## config.mk

```make
export PLATFORM = sky130hd
export DESIGN_NAME = bcd_display_driver
export DESIGN_NICKNAME = d
export VERILOG_FILES = /design/src/rtl/bcd_display_driver.sv
export SDC_FILE = /design/constraint.sdc
export NUM_CORES = 1
export LEC_CHECK = 0
export BUFFER_PORTS_ARGS = -buffer_cell sky130_fd_sc_hd__buf_2
export CORE_UTILIZATION = 50
export DETAILED_ROUTE_END_ITERATION = 6
export GPL_ROUTABILITY_DRIVEN = 0
export PLACE_DENSITY_LB_ADDON = 0.1
export SLEW_MARGIN = 20
export SYNTH_ARGS = -nofsm -noshare
export SYNTH_HDL_FRONTEND = slang
export SYNTH_SLANG_ARGS = --single-unit
```

## constraint.sdc

```tcl
create_clock -name clk -period 2.2 [get_ports clk]
set_input_delay 0.44 -clock clk [delete_from_list [all_inputs] [get_ports clk]]
set_output_delay 0.44 -clock clk [all_outputs]
set_load 0.005 [all_outputs]
```

## src/rtl/bcd_display_driver.sv

```systemverilog
// bcd_display_driver: sequential double-dabble binary-to-BCD converter driving
// registered active-low 7-segment digits with blanking, sign and overflow.
module bcd_display_driver #(
  parameter int WIDTH    = 16,
  parameter int DIGITS   = 5,
  parameter bit SIGNED   = 1'b1,
  parameter bit BLANK_LZ = 1'b1
) (
  input  logic                clk,
  input  logic                rst_n,
  input  logic                load_i,
  input  logic [WIDTH-1:0]    in_i,
  output logic                busy_o,
  output logic                done_o,
  output logic [7*DIGITS-1:0] seg_o,
  output logic                negative_o,
  output logic                overflow_o
);
  localparam int BW = 4*DIGITS;
  localparam int CW = $clog2(WIDTH+1);

  typedef enum logic [1:0] {IDLE, SHIFT, LATCH} state_t;

  state_t              state_q, state_d;
  logic [WIDTH-1:0]    sh_q, sh_d;
  logic [BW-1:0]       bcd_q, bcd_d, adj;
  logic [CW-1:0]       cnt_q, cnt_d;
  logic                ovf_q, ovf_d, sign_q, sign_d;
  logic [7*DIGITS-1:0] seg_q, seg_d, img;
  logic                neg_q, neg_d, ovo_q, ovo_d, done_q, done_d;

  function automatic logic [6:0] enc(logic [3:0] d);
    case (d)
      4'd0:    enc = 7'h40;
      4'd1:    enc = 7'h79;
      4'd2:    enc = 7'h24;
      4'd3:    enc = 7'h30;
      4'd4:    enc = 7'h19;
      4'd5:    enc = 7'h12;
      4'd6:    enc = 7'h02;
      4'd7:    enc = 7'h78;
      4'd8:    enc = 7'h00;
      4'd9:    enc = 7'h10;
      default: enc = 7'h7F;
    endcase
  endfunction

  always_comb begin
    adj = bcd_q;
    for (int k = 0; k < DIGITS; k++)
      adj[4*k +: 4] = bcd_q[4*k +: 4] >= 4'd5 ? bcd_q[4*k +: 4] + 4'd3 : bcd_q[4*k +: 4];
  end

  // Walk from the top digit down; blanking stops at the first nonzero digit.
  always_comb begin
    logic lead;
    lead = 1'b1;
    img = '1;
    for (int k = DIGITS-1; k >= 0; k--) begin
      img[7*k +: 7] = ovf_q ? 7'h3F :
                      (BLANK_LZ && lead && k != 0 && bcd_q[4*k +: 4] == 4'd0) ? 7'h7F :
                      enc(bcd_q[4*k +: 4]);
      lead = lead && bcd_q[4*k +: 4] == 4'd0;
    end
  end

  always_comb begin
    state_d = state_q;
    sh_d    = sh_q;
    bcd_d   = bcd_q;
    cnt_d   = cnt_q;
    ovf_d   = ovf_q;
    sign_d  = sign_q;
    seg_d   = seg_q;
    neg_d   = neg_q;
    ovo_d   = ovo_q;
    done_d  = 1'b0;
    case (state_q)
      IDLE: if (load_i) begin
        sign_d  = SIGNED && in_i[WIDTH-1];
        sh_d    = (SIGNED && in_i[WIDTH-1]) ? -in_i : in_i;
        bcd_d   = '0;
        ovf_d   = 1'b0;
        cnt_d   = CW'(WIDTH);
        state_d = SHIFT;
      end
      SHIFT: begin
        {bcd_d, sh_d} = {adj[BW-2:0], sh_q, 1'b0};
        ovf_d   = ovf_q | adj[BW-1];
        cnt_d   = cnt_q - 1'b1;
        state_d = cnt_q == CW'(1) ? LATCH : SHIFT;
      end
      LATCH: begin
        seg_d   = img;
        neg_d   = sign_q;
        ovo_d   = ovf_q;
        done_d  = 1'b1;
        state_d = IDLE;
      end
      default: state_d = IDLE;
    endcase
  end

  always_ff @(posedge clk or negedge rst_n)
    if (!rst_n) begin
      state_q <= IDLE;
      sh_q    <= '0;
      bcd_q   <= '0;
      cnt_q   <= '0;
      ovf_q   <= 1'b0;
      sign_q  <= 1'b0;
      seg_q   <= '1;
      neg_q   <= 1'b0;
      ovo_q   <= 1'b0;
      done_q  <= 1'b0;
    end else begin
      state_q <= state_d;
      sh_q    <= sh_d;
      bcd_q   <= bcd_d;
      cnt_q   <= cnt_d;
      ovf_q   <= ovf_d;
      sign_q  <= sign_d;
      seg_q   <= seg_d;
      neg_q   <= neg_d;
      ovo_q   <= ovo_d;
      done_q  <= done_d;
    end

  assign busy_o     = state_q != IDLE;
  assign done_o     = done_q;
  assign seg_o      = seg_q;
  assign negative_o = neg_q;
  assign overflow_o = ovo_q;
endmodule

```

Word-level counts from Yosys, hierarchy flattened
Memory sizes are Yosys's and may differ from the RTL's.
Cells that the tools add are included.
W data, S select, Z words.

word-level totals
  register bits = 83
  memory bits (read-only) = 560
  input bits = 19
  memories kept = 5

operators by class
  add/sub/neg operators = 7
  $lt $le $gt $ge = 5
  equal/unequal tests = 4
  mux-type cells = 27
  bitwise gates (word level) = 1
  reductions and logical operators = 12

memory list
  memory            depth  width  rd ports  clocked after memory_dff  wr ports  line  source
  (name not given)  16     7      1         0                         0         33    case (d)
  (name not given)  16     7      1         0                         0         33
  (name not given)  16     7      1         0                         0         33
  (name not given)  16     7      1         0                         0         33
  (name not given)  16     7      1         0                         0         33

operators with widths
  operator               count
  $mux W7                9
  $pmux W20 S2           1
  $mux W16               2
  $pmux W16 S2           1
  $add A4 B2 Y4 const B  5
  $ge A4 B3 Y1 const B   5
  $mux W20               1
  $mux W4                5
  $logic_not A4 Y1       4
  $neg A16 Y16           1
  $pmux W5 S2            1
  $eq A5 B1 Y1 const B   1
  $mux W5                1
  $sub A5 B1 Y5 const B  1
  $mux W2                2
  $pmux W2 S2            1
  $reduce_and A2 Y1      2
  $reduce_bool A2 Y1     2
  $logic_and A1 B1 Y1    3
  $eq A2 B1 Y1 const B   1
  $eq A2 B2 Y1 const B   1
  $logic_not A2 Y1       1
  $mux W1                2
  $ne A2 B2 Y1 const B   1
  2 further kinds        2

Logic depth before layout (Yosys ltp)
  word-level depth = 6
  gate-level depth with buffers = 6

Worst setup path after synthesis
Ideal clock, no wire load.

  path kind = input to register
  from = in in_i[4]
  to = reg sh_q[13]
  arrival time = 1.560 ns
  data required time = 2.070 ns
  slack = 0.511 ns
  cell stages on the path = 4
  buffers on the path = 0
  path through = or4_4 > o41ai_2 > xor2_1 > o21ai_1

on the way
  word-level cells in the longest chain between the ends = 4

RTL lines
  what                    line  source
  start: declaration      12    input logic [WIDTH-1:0] in_i,
  $neg A16 Y16            81    sh_d = (SIGNED && in_i[WIDTH-1]) ? -in_i : in_i;
  $mux W16                81
  $mux W16                79    IDLE: if (load_i) begin
  $pmux W16 S2            78    case (state_q)
  end signal: assignment  107   sh_q <= '0;
  end signal: assignment  118   sh_q <= sh_d;
  end: declaration        25    logic [WIDTH-1:0] sh_q, sh_d;

Every way passes these cells. The select of a mux whose other input is x is not followed.
A chain may end at the register's enable or synchronous reset.

Worst setup path after layout
  from = reg bcd_q[16]
  to = reg seg_q[8], in the netlist seg_o[8]

on the way
  word-level cells in the longest chain between the ends = 6

RTL lines
  what                               line  source
  start: declaration                 26    logic [BW-1:0] bcd_q, bcd_d, adj;
  start signal: assignment           108   bcd_q <= '0;
  start signal: assignment           119   bcd_q <= bcd_d;
  $logic_not A4 Y1                   63    lead = lead && bcd_q[4*k +: 4] == 4'd0;
  $logic_and A1 B1 Y1 (2 in series)  63
  $logic_and A1 B1 Y1                n/a
  $mux W7                            61    (BLANK_LZ && lead && k != 0 && bcd_q[4*k +: 4] == 4'd0) ? 7'h7F :
  $mux W7                            60    img[7*k +: 7] = ovf_q ? 7'h3F :
  end signal: assignment             123   seg_q <= seg_d;
  end: declaration                   29    logic [7*DIGITS-1:0] seg_q, seg_d, img;

Every way passes these cells.

==> flow_summary.toml <==
[power]
sequentialPowerShare_pct = 38.1
irDropWorstVdd_mv = 0.512
p_int_mw = 4.75
power_frac_comb_pct = 48.1
leakagePower_nw = 2.46
power_switching_mw = 3.24
sw_frac_of_total_pct = 40.6
p_clk_share_pct = 13.8
power_density_mw_per_mm2 = 1460

[yosys]
synthCells = 501
ys_seq_elements = 83
avgSynthCellArea_um2 = 9.57
syn-cell-area_mm2 = 0.00479
synth_cell_types = 57
yosysSeqAreaShare_pct = 44.2
synthTopCellsByArea = "dfrtp_1 25%, dfstp_2 19%, ha_1 8.1%, o21ai_0 3.9%, nand2_1 3.8%"
ys.flop_type = "dfrtp_1"
synth-edff-count = 0
synthesis.nets = 551
ys_warn_count = 0
synth.top_cell.area_share_pct = 25.1
async_reset_ff_share_pct = 100
synth_top_area_cell = "dfrtp_1"

[clock_network]
clk_pin_slew_ns = 0.08
cts_buffers = 9
clock-sinks = 83
cts_max_level = 3
cts_resized = 0
hold_buffers = 1
post_cts_buffers = 0
cts_tree = "built"
cts_buffer_depth = 2
insertion_delay_ns = 0.36
root_buffer = "clkbuf_8"

[grt]
grt_pass1_vias = 3746
grt_busiest_layer = "met2"
antenna_found_initial = 0
grt_util_met1_pct = 28.5
met3_usage_pct = 3.34
grt_max_degree = 61
gr-usage-met2_pct = 39.3
track_usage_pct = 22.7
grt-ovfl-total = 0
grt_pass1_wl_mm = 17.6

[run_status]
outcome = "completed"

[route]
drt_iter0_markers = 130
routed_via_density = 5.61
finalWirelength_mm = 10.6
ant_nets = 0
drc_errors = 0
first_pass_iters = 4
num_vias = 3880
wl_per_cell_um = 15.3

[floorplanning]
start_util_pct = 51.6
num_io_pins = 58
die-width_um = 99.9
num_rows = 35
core_area_mm2 = 0.00928
die_h_um = 99.9
die_area_mm2 = 0.00999

[critical_path]
critical_path_depth = 6
arrival_ns = 2.22
start_kind = "register"
path_cells = "inv_1 > ha_1 > and3_1 > and4_1 > a21o_1 > o22a_1"
crit_type = "reg -> reg"
crit_fanout = 8
critPathCapture = "seg_o[8]$_DFFE_PN1P_"
slowest_delay_ns = 0.44
critPathBufInv = 1
cp_slowest_cell = "dfrtp_1"
critPathLaunch = "bcd_q[16]$_DFFE_PN0P_"
r2r-end = "seg_o[8]$_DFFE_PN1P_"
r2r_start = "bcd_q[16]$_DFFE_PN0P_"
r2r_cells = 6
r2r_setup_slack_ns = 0.28
required_ns = 2.50
endpoint_kind = "register"
crit_family = "simple AND/OR/NAND/NOR gates"

[timing]
hold_violations = 0
slew_headroom_pct = 59.0
setup_viol = 0
post-route-period-util_pct = 87.1
finalCriticalPeriod_ns = 1.92
max_freq_mhz = 522
worst_pin_slew_ns = 0.609
finClkSkew_ns = 0.00769
slew_violations = 0
rsz0062_at_grt = "no"
finalSetupTns_ns = 0
layout_setup_ws_ns = 0.284

[placed_design]
pre_cts_ws_ns = 0.307
port-buffer-count = 57
hpwl_mm = 7.69

[layout]
fill_cells = 862
diodes = 0
syn_to_final_growth_pct = 14.4
final_nets = 608
drive_above_1_share_pct = 23.6
regArea_mm2 = 0.00212
multi_input_area_mm2 = 0.00246
fin_util_pct = 59.1

[run]
cap_violations = 0

[min_path]
hp-class = "in -> reg"
[layer usage]
metal,routed length [um],vias to the layer above
met5,0,-
met4,253,0
met3,206,20
met2,5180,69
met1,4930,1869
li1,-,1922
[power by group through the flow]
stage	logic, mW	registers, mW	clock network [mW]
final	3.85	3.04	1.10
after detailed placement	3.85	3.07	0
after global placement	3.77	3.03	0
after floorplan	2.92	2.85	0
after global routing	4.33	3.15	1.19
after CTS	3.87	3.04	1.13
[worst min-delay path by stage]
stage | start | cells past startpoint | end | slack, ns
floorplan | rst_n | 0 | bcd_q[0]$_DFFE_PN0P_ | 0.14
global placement | rst_n | 1 | overflow_o$_DFFE_PN0P_ | 0.36
detailed placement | rst_n | 1 | overflow_o$_DFFE_PN0P_ | 0.37
CTS | in_i[13] | 3 | sh_q[13]$_DFFE_PN0P_ | 0.38
global route | in_i[0] | 3 | sh_q[0]$_DFFE_PN0P_ | 0.40
finish | in_i[0] | 3 | sh_q[0]$_DFFE_PN0P_ | 0.38
[stage by stage]
stage               instances  cell area (um^2)  power, mW  hold slack (ns)
floorplan                 501              4790       5.77            0.144
global placement          675              5280       6.80            0.365
detailed placement        675              5280       6.92            0.375
CTS                       692              5490       8.04            0.378
global route              692              5490       8.68            0.396
finish                    692              5490       7.99            0.377
[cell type report]
cell class	instances	share of cell area, %
inverters	25	1.71
multi-input cells	364	44.9
flip-flops and latches	83	38.7
clock inverters	4	0.912
well taps	129	2.94
clock buffers	12	2.65
repair buffers	75	8.21
[sequential cells by signal (all words and copies together) (netlist names)]
signal	cells
seg_o	35
bcd_q	20
sh_q	16
cnt_q	5
state_q	2
done_o	1
negative_o	1
overflow_o	1
ovf_q	1
sign_q	1
[cells in the final DEF (no fill, tap or decap), drive strengths merged, types with 6 or more instances in the layout]
cell / Yosys / final
buf: 8 / 74
nand2: 49 / 49
dfrtp: 48 / 48
o21ai: 38 / 38
nor2: 35 / 35
dfstp: 35 / 35
ha: 31 / 31
a21oi: 28 / 28
inv: 24 / 24
o22a: 18 / 18
a22oi: 13 / 13
xnor2: 12 / 12
clkbuf: 21 / 12
nand2b: 11 / 11
o22ai: 11 / 11
nor3b: 9 / 9
mux2i: 9 / 9
xor2: 9 / 9
a31oi: 8 / 8
nand3: 6 / 6
a22o: 6 / 6
[synthesized netlist by cell type, types with 11 or more instances]
| cell | count |
|---|---|
| inv_1 | 24 |
| o22a_1 | 18 |
| nand2b_1 | 11 |
| o21ai_0 | 37 |
| ha_1 | 31 |
| nor2_1 | 35 |
| clkbuf_1 | 20 |
| a22oi_1 | 13 |
| dfrtp_1 | 48 |
| xnor2_1 | 12 |
| a21oi_1 | 28 |
| o22ai_1 | 11 |
| dfstp_2 | 35 |
| nand2_1 | 49 |
[cell families after synthesis]
| group | after synthesis | share of synthesized area [%] |
|---|---|---|
| AOI/OAI and AO/OA | 158 | 22.4 |
| and+or+nand+nor | 145 | 15.2 |
| DFF | 83 | 44.2 |
| buffers and inverters | 54 | 4.38 |
| adders and majority gates | 31 | 8.09 |
| xor gates and xnor gates | 21 | 3.84 |
| muxes | 9 | 1.88 |
[tightest hold or removal path, cell delays in order]
cell and delay (ns):
buf_2 0.10, inv_1 0.06, o21ai_0 0.09
Power figures use the tool's default switching activity.
